[config.mk]
export PLATFORM = sky130hd
export DESIGN_NAME = ppu_tile_sched
export DESIGN_NICKNAME = d
export VERILOG_FILES = /design/src/rtl/ppu_tile_sched.sv
export SDC_FILE = /design/constraint.sdc
export NUM_CORES = 1
export LEC_CHECK = 0
export ABC_AREA = 1
export CORE_AREA = 2 2 310 312
export DETAILED_ROUTE_END_ITERATION = 6
export DIE_AREA = 0 0 312 314
export HOLD_SLACK_MARGIN = 0.06
export SYNTH_ARGS = -nofsm -noshare
export SYNTH_HDL_FRONTEND = slang
export SYNTH_SLANG_ARGS = --single-unit
[constraint.sdc]
create_clock -name i_clk -period 2.1 [get_ports i_clk]
set_clock_uncertainty 0.2 [all_clocks]
set_input_delay 0.21 -clock i_clk [delete_from_list [all_inputs] [get_ports i_clk]]
set_output_delay 0.21 -clock i_clk [all_outputs]
set_load 0.01 [all_outputs]
[src/rtl/ppu_tile_sched.sv]
// Tile scheduler for the post-processing unit: waits for accumulator tiles, streams
// each tile's 16 rows to the PPU at a fixed 17-cycle cadence, and replays all tiles for two-pass modes.
module ppu_tile_sched #(
    parameter int         NUM_TILES     = 16,
    parameter int         LANES         = 16,
    parameter int         ACC_W         = 24,
    parameter int         ROWS          = 16,
    parameter logic [1:0] MODE_INT4_VSQ = 2'b00
) (
    input  logic                                        i_clk,
    input  logic                                        i_rst_n,
    input  logic                                        i_cfg_valid,
    output logic                                        o_cfg_ready,
    input  logic [1:0]                                  i_cfg_mode,
    input  logic                                        i_cfg_relu_en,
    input  logic [$clog2(NUM_TILES+1)-1:0]              i_tiles_written,
    output logic                                        o_acc_rd_en,
    output logic [$clog2(NUM_TILES)+$clog2(ROWS)-1:0]   o_acc_rd_addr,
    input  logic [LANES*ACC_W-1:0]                      i_acc_rd_data,
    output logic                                        o_ppu_start,
    output logic [LANES*ACC_W-1:0]                      o_ppu_acc_data,
    output logic [1:0]                                  o_ppu_mode,
    output logic                                        o_ppu_relu_en,
    output logic                                        o_buf_release,
    output logic                                        o_busy,
    output logic                                        o_done
);

    localparam int TILE_W = $clog2(NUM_TILES);
    localparam int CNT_W  = $clog2(NUM_TILES + 1);
    localparam int ROW_W  = $clog2(ROWS);
    localparam int ADDR_W = TILE_W + ROW_W;

    localparam logic [TILE_W-1:0] LAST_TILE = TILE_W'(NUM_TILES - 1);
    localparam logic [ROW_W-1:0]  LAST_ROW  = ROW_W'(ROWS - 1);

    localparam logic [2:0] S_IDLE   = 3'd0;
    localparam logic [2:0] S_WAIT   = 3'd1;
    localparam logic [2:0] S_STREAM = 3'd2;
    localparam logic [2:0] S_GAP    = 3'd3;
    localparam logic [2:0] S_DONE   = 3'd4;

    logic [2:0]        state_r, state_s;
    logic [TILE_W-1:0] tile_r, tile_s;
    logic [ROW_W-1:0]  row_r, row_s;
    logic              pass_r, pass_s;
    logic              two_pass_r;
    logic [1:0]        mode_r;
    logic              relu_r;
    logic              cfg_ready_r, busy_r, done_r, release_r;
    logic              rd_en_r, start_r;
    logic [ADDR_W-1:0] addr_r;
    logic              accept_s;

    // The calc pass replays tiles already known to be resident, so it never stalls.
    function automatic logic tile_ready(input logic [TILE_W-1:0] t, input logic p,
                                        input logic [CNT_W-1:0] written);
        return p || (CNT_W'(t) < written);
    endfunction

    assign accept_s = (state_r == S_IDLE) && i_cfg_valid;

    // Next-state, tile, row and pass sequencing.
    always_comb begin
        state_s = state_r;
        tile_s  = tile_r;
        row_s   = row_r;
        pass_s  = pass_r;
        case (state_r)
            S_IDLE: begin
                if (i_cfg_valid) begin
                    state_s = S_WAIT;
                    tile_s  = {TILE_W{1'b0}};
                    row_s   = {ROW_W{1'b0}};
                    pass_s  = 1'b0;
                end else begin
                    state_s = S_IDLE;
                end
            end
            S_WAIT: begin
                if (tile_ready(tile_r, pass_r, i_tiles_written)) begin
                    state_s = S_STREAM;
                end else begin
                    state_s = S_WAIT;
                end
            end
            S_STREAM: begin
                row_s = row_r + {{(ROW_W-1){1'b0}}, 1'b1};
                if (row_r == LAST_ROW) begin
                    state_s = S_GAP;
                end else begin
                    state_s = S_STREAM;
                end
            end
            S_GAP: begin
                // The gap cycle lets the PPU return to idle; the next tile may start right after it.
                if (tile_r != LAST_TILE) begin
                    tile_s = tile_r + {{(TILE_W-1){1'b0}}, 1'b1};
                    if (tile_ready(tile_s, pass_r, i_tiles_written)) begin
                        state_s = S_STREAM;
                    end else begin
                        state_s = S_WAIT;
                    end
                end else if (two_pass_r && !pass_r) begin
                    tile_s  = {TILE_W{1'b0}};
                    pass_s  = 1'b1;
                    state_s = S_STREAM;
                end else begin
                    state_s = S_DONE;
                end
            end
            S_DONE: begin
                state_s = S_IDLE;
            end
            default: begin
                state_s = S_IDLE;
                tile_s  = {TILE_W{1'b0}};
                row_s   = {ROW_W{1'b0}};
                pass_s  = 1'b0;
            end
        endcase
    end

    // Sequencer state registers.
    always_ff @(posedge i_clk or negedge i_rst_n) begin
        if (!i_rst_n) begin
            state_r <= S_IDLE;
            tile_r  <= {TILE_W{1'b0}};
            row_r   <= {ROW_W{1'b0}};
            pass_r  <= 1'b0;
        end else begin
            state_r <= state_s;
            tile_r  <= tile_s;
            row_r   <= row_s;
            pass_r  <= pass_s;
        end
    end

    // Job configuration latched on accept and held until the next accept.
    always_ff @(posedge i_clk or negedge i_rst_n) begin
        if (!i_rst_n) begin
            mode_r     <= 2'b00;
            relu_r     <= 1'b0;
            two_pass_r <= 1'b0;
        end else if (accept_s) begin
            mode_r     <= i_cfg_mode;
            relu_r     <= i_cfg_relu_en;
            two_pass_r <= (i_cfg_mode != MODE_INT4_VSQ);
        end else begin
            mode_r     <= mode_r;
            relu_r     <= relu_r;
            two_pass_r <= two_pass_r;
        end
    end

    // Registered outputs decoded from the next state so they line up with the state they describe.
    always_ff @(posedge i_clk or negedge i_rst_n) begin
        if (!i_rst_n) begin
            cfg_ready_r <= 1'b1;
            busy_r      <= 1'b0;
            done_r      <= 1'b0;
            release_r   <= 1'b0;
            rd_en_r     <= 1'b0;
            start_r     <= 1'b0;
            addr_r      <= {ADDR_W{1'b0}};
        end else begin
            cfg_ready_r <= (state_s == S_IDLE);
            busy_r      <= (state_s == S_WAIT) || (state_s == S_STREAM) || (state_s == S_GAP);
            done_r      <= (state_s == S_DONE);
            release_r   <= (state_s == S_DONE);
            rd_en_r     <= (state_s == S_STREAM);
            start_r     <= (state_s == S_STREAM) && (state_r != S_STREAM);
            addr_r      <= (state_s == S_STREAM) ? {tile_s, row_s} : {ADDR_W{1'b0}};
        end
    end

    assign o_cfg_ready    = cfg_ready_r;
    assign o_busy         = busy_r;
    assign o_done         = done_r;
    assign o_buf_release  = release_r;
    assign o_acc_rd_en    = rd_en_r;
    assign o_acc_rd_addr  = addr_r;
    assign o_ppu_start    = start_r;
    assign o_ppu_mode     = mode_r;
    assign o_ppu_relu_en  = relu_r;
    assign o_ppu_acc_data = i_acc_rd_data;

endmodule

======== Yosys cells after proc, flatten, opt, wreduce, memory -nomap -nowiden ========
Cells that the tools add are included.
word-level totals
  bits of input ports ..................... 395
  bits in latches ......................... 0
  memory bits (writable) .................. 0
  flip-flop bits (word level) ............. 29
  output and inout port bits .............. 401
  word-level logic and storage cells ...... 64
  ROM bits ................................ 0
  memories kept ........................... 0
cells by class
  shift operators ......................... 0
  bitwise logic cells ..................... 1
  add/sub/neg operators ................... 2
  div/mod/pow operators ................... 0
  eq/ne operators ......................... 14
  reduce and logical (&&, ||, !) cells .... 14
  muxes and demuxes ....................... 18
  $lt $le $gt $ge ......................... 2
  $mul .................................... 0
operator list
  kind                   count
  $pmux W4 S3            2
  $mux W4                4
  $eq A3 B2 Y1 const B   4
  $pmux W3 S4            1
  $lt A4 B5 Y1           2
  $add A4 B1 Y4 const B  2
  $mux W8                1
  $eq A3 B1 Y1 const B   2
  $eq A3 B3 Y1 const B   2
  $logic_not A3 Y1       2
  $mux W3                2
  $ne A2 B2 Y1 const B   3
  $reduce_or A3 Y1       2
  $mux W1                5
  $eq A4 B4 Y1 const B   1
  $logic_or A1 B1 Y1     4
  $mux W2                2
  $ne A4 B4 Y1 const B   1
  $reduce_and A4 Y1      1
  $logic_and A1 B1 Y1    3
  $ne A3 B2 Y1 const B   1
  $pmux W1 S3            1
  $reduce_bool A2 Y1     1
  $logic_not A1 Y1       1
  $not A1 Y1             1

======== Depth between registers and ports, before layout ========
  depth in word-level cells ............... 9
  depth in mapped cells ................... 14
  depth with buffers taken out ............ 14

======== Least setup slack after synthesis ========
Ideal clock, no wire load.
  path kind ............................... register to register
  start point ............................. register tile_r[0]
  end point ............................... register addr_r[1] (netlist: o_acc_rd_addr[1])
  data required time ...................... 1775 ps
  library setup time ...................... 125 ps
  cell stages (with the launch flop) ...... 14
  period minus slack after synthesis ...... 2055 ps
  path buffers ............................ 0
  path slack .............................. 45 ps
  arrival time ............................ 1730 ps
  cells stage by stage .................... dfrtp_1 ha_1 xnor2_1 inv_1 ha_1 nand2_1 nor2_1 nand2_1 nand3_1 nand2_1 nand2_1 nand3_1 nand2_2 nor2_1
between the ends
  longest elaborated chain between the ends .. 8
  elaborated cells between the ends (all ways) .. 12
  those cells by class .................... add/sub (1); order compare (2); eq/ne (2); mux (5); reduce/logical (2)
ends and longest elaborated chain
  what                      line  RTL
  start: declaration        44    logic [TILE_W-1:0] tile_r, tile_s;
  start signal: assignment  128   tile_r <= {TILE_W{1'b0}};
  start signal: assignment  133   tile_r <= tile_s;
  $add A4 B1 Y4             98    tile_s = tile_r + {{(TILE_W-1){1'b0}}, 1'b1};
  $lt A4 B5 Y1              58    return p || (CNT_W'(t) < written);
  $logic_or A1 B1 Y1        58
  $mux W2                   99    if (tile_ready(tile_s, pass_r, i_tiles_written)) begin
  $mux W3                   97    if (tile_r != LAST_TILE) begin
  $pmux W3 S4 (*)           69    case (state_r)
  via state_s[1]            43    logic [2:0] state_r, state_s;
  $eq A3 B2 Y1 (*)          173   addr_r <= (state_s == S_STREAM) ? {tile_s, row_s} : {ADDR_W{1'b0}};
  $mux W8 (*)               173
  end signal: assignment    165   addr_r <= {ADDR_W{1'b0}};
  end signal: assignment    173
  end: declaration          52    logic [ADDR_W-1:0] addr_r;
The timed path passes the listed nets; every way through them passes the cells marked *.
A chain may end at the register's enable or synchronous reset.

======== Worst setup path after layout ========
  start point ............................. register tile_r[1]
  end point ............................... register state_r[0]
between the ends
  longest elaborated chain between the ends .. 6
  elaborated cells between the ends (all ways) .. 10
  those cells by class .................... add/sub (1); order compare (2); eq/ne (1); mux (4); reduce/logical (2)
ends and longest elaborated chain
  what                    line  RTL
  $add A4 B1 Y4           98
  $lt A4 B5 Y1            58
  $logic_or A1 B1 Y1      58
  $mux W2                 99
  $mux W3                 97
  $pmux W3 S4 (*)         69
  via state_s[0]          43
  end signal: assignment  132   state_r <= state_s;
  end: declaration        43
Marks and branches as above.

==> impl_metrics.env <==
export IMPL_clkPwrFrac=0.226
export IMPL_timing_critical_path_from_type="register"
export IMPL_timing_critical_path_max_delay_family="simple AND/OR/NAND/NOR gates"
export IMPL_dpl_hpwl_um=35960
export IMPL_unrepaired_setup_endpoints_after_global_routing="true"
export IMPL_yosys_register_bits=29
export IMPL_power_switching_w=0.001511
export IMPL_synth_area_per_cell_um2=7.688
export IMPL_power_internal_w=0.001886
export IMPL_area_growth_synth_to_final_pct=-13.55
export IMPL_clock_tree_htree_level_count=2
export IMPL_finalPower_w=0.003397
export IMPL_start_util=0.04567
export IMPL_routed_wirelength_um=38990
export IMPL_vias=2038
export IMPL_power_combinational_fraction=0.505
export IMPL_p_per_area_nw_per_um2=911.0
export IMPL_first_global_vias=2225
export IMPL_crit_type="reg -> reg"
export IMPL_async_reset_ff_frac=1.000
export IMPL_final_common_cell="inv_1"
export IMPL_wl_per_cell_um=26.06
export IMPL_finalHoldViolations=0
export IMPL_yosysWarnings=0
export IMPL_grt_remaining_overflow=0
export IMPL_period_minus_ws_final_ps=2247
export IMPL_finish_cell_count_without_fillers=1496
export IMPL_wire_length_of_the_first_global_routing_pass_um=43020
export IMPL_die_height_um=314
export IMPL_die_x_um=312
export IMPL_layout_cells_most_common_list="37 x inv_1, 33 x nand2_1, 28 x dfrtp_1"
export IMPL_post_route_drc_count=0
export IMPL_dieArea_um2=97970
export IMPL_violations_in_the_final_reports="setup timing"
export IMPL_post_route_cells_drive_above_1_share=0.2727
export IMPL_synthesis_area_um2=4313
export IMPL_drt_pass1_iterations=4
export IMPL_clockBufferDepth=2
export IMPL_switching_power_share_of_the_total=0.4449
export IMPL_finalSetupViolCount=14
export IMPL_seqPwrFrac=0.269
export IMPL_peak_ir_drop_on_the_vdd_network_mv=0.2338
export IMPL_cts_hold_buf=0
export IMPL_groute_usage_overall=0.07581
export IMPL_drv_slew=0
export IMPL_postSynthNetCount=964
export IMPL_numClockSinks=29
export IMPL_pin_count=796
export IMPL_tritoncts_num_buffers=5
export IMPL_n_antenna_cell=0
export IMPL_grt_antenna_before_repair=2
export IMPL_finalSetupTns_ps=-1414
export IMPL_numPortBuffers=27
export IMPL_syn_inst=561
export IMPL_worst_endpoint_arrival_ps=2220
export IMPL_cellLeakagePower_nw=1.153
export IMPL_clkLatencyLatePin_ps=290
export IMPL_postLayoutSetupSlackWorst_ps=-146.7
export IMPL_worst_path_bufs_invs=4
export IMPL_critical_path_slowest_cell="dfrtp_1"
export IMPL_clockRootBuffer="clkbuf_16"
export IMPL_synth_edf_count=0
export IMPL_gp_congestion=0.7566
export IMPL_worst_hold_path_type="in -> async"
export IMPL_drt_first_iter_violations=71
export IMPL_ys_flop_type="dfrtp_1"
export IMPL_critical_path_cell_chain="ha_2 -> xnor2_2 -> inv_2 -> ha_4 -> nand2_2 -> nand2_1 -> nand2_1 -> nand3_2 -> nand3_2 -> nand2_2 -> nor2_4 -> buf_6 -> buf_6 -> inv_2"
export IMPL_worstMarginPinSlew_ps=502.6
export IMPL_tritoncts="done"
export IMPL_clk_transition_reported_paths_ps=80
export IMPL_core_area_um2=94450
export IMPL_grt_max_degree=30
export IMPL_post_route_ant_nets=0
export IMPL_timing_final_crit_share=1.070
export IMPL_cpPeakStageDelay_ps=410
export IMPL_worst_endpoint_required_ps=2080
export IMPL_critPathMaxFanout=3
export IMPL_place_worst_setup_slack_ps=-170.6
export IMPL_seq_area_frac_synth=0.1686
export IMPL_cp_end_kind="register"
export IMPL_dp_cells=1479
export IMPL_timing_slew_headroom=0.6649
export IMPL_status="finished with violations"
export IMPL_final_nets=633
export IMPL_fp_row_count=113
export IMPL_post_synth_cell_types=21
export IMPL_max_freq_mhz=445.1
export IMPL_cap_viol_max_count=0
export IMPL_postLayoutCoreUtil=0.03948
export IMPL_average_vias_per_placed_instance=1.362
[final timing paths]
check / from / end / slack, ps / cells after the start
max reg2reg: tile_r[1]$_DFF_PN0_ / state_r[0]$_DFF_PN0_ / -150 / 14
max: tile_r[1]$_DFF_PN0_ / state_r[0]$_DFF_PN0_ / -150 / 14
min in group i_clk: i_acc_rd_data[142] / o_ppu_acc_data[142] / 220 / 0
min reg2reg: o_ppu_mode[0]$_DFFE_PN0P_ / o_ppu_mode[0]$_DFFE_PN0P_ / 290 / 2
min: i_rst_n / o_ppu_mode[0]$_DFFE_PN0P_ / 130 / 2
max in group asynchronous: i_rst_n / o_cfg_ready$_DFF_PN1_ / 1160 / 2
[cells by family after synthesis]
kind of cell / synth area share
xor gates and xnor gates: 0.004062
buffers and inverters: 0.7041
and+or+nand+nor: 0.07717
DFF: 0.1686
adders and majority gates: 0.02321
AOI/OAI and AO/OA: 0.02292
[what timing repair did]
action | in CTS | in global routing
pin swaps | 8 | 18
gates cloned | 1 | 0
gates resized for setup | 18 | 23
buffers inserted | 6 | 3
endpoints found under the setup margin | 13 | 15
[per-layer routing]
| metal | wire length (um) | track usage | share of wire |
|---|---|---|---|
| met4 | 1910 | 0.03344 | 0.049 |
| met2 | 16470 | 0.1116 | 0.42 |
| met3 | 14940 | 0.1375 | 0.38 |
| met5 | 96 | 0.004352 | 0.0025 |
| met1 | 5564 | 0.03136 | 0.14 |
[power by group through the flow]
stage | registers, W | logic (W) | clock network, W
after CTS | 0.000928 | 0.00156 | 0.000823
final | 0.000912 | 0.00172 | 0.000769
after global placement | 0.000926 | 0.00136 | 0
after floorplan | 0.000911 | 0.00132 | 0
after detailed placement | 0.000930 | 0.00137 | 0
after global routing | 0.000953 | 0.00193 | 0.000852
[state kept, by name (all words and copies together) (netlist names), 2 cells and up]
name           cells
tile_r             4
o_acc_rd_addr      8
state_r            3
row_r              4
o_ppu_mode         2
[layout make-up]
type	count	area, um2
multi-input combinational	109	698.2
tap	1265	1583
inverter	39	146.4
fill	11320	90720
clock inverter	3	17.52
timing repair buffer	46	431.7
sequential	29	726.9
clock buffer	5	125.1
[metrics by stage]
stage               area, um2  hold slack (ps)
global route             3729            160.6
floorplan                4313           -285.6
global placement         3358            220.1
finish                   3729            126.4
detailed placement       3358            220.1
CTS                      3633            149.4
[cell usage after synthesis, types with 2 or more instances]
master	n	share of area
a21oi_1	9	0.010
a22oi_1	2	0.0035
buf_4	385	0.67
dfrtp_1	28	0.16
ha_1	8	0.023
inv_1	39	0.034
nand2_1	40	0.035
nand3_1	9	0.010
nor2_1	26	0.023
o21ai_0	4	0.0046
(Power assumes the default switching activity.)
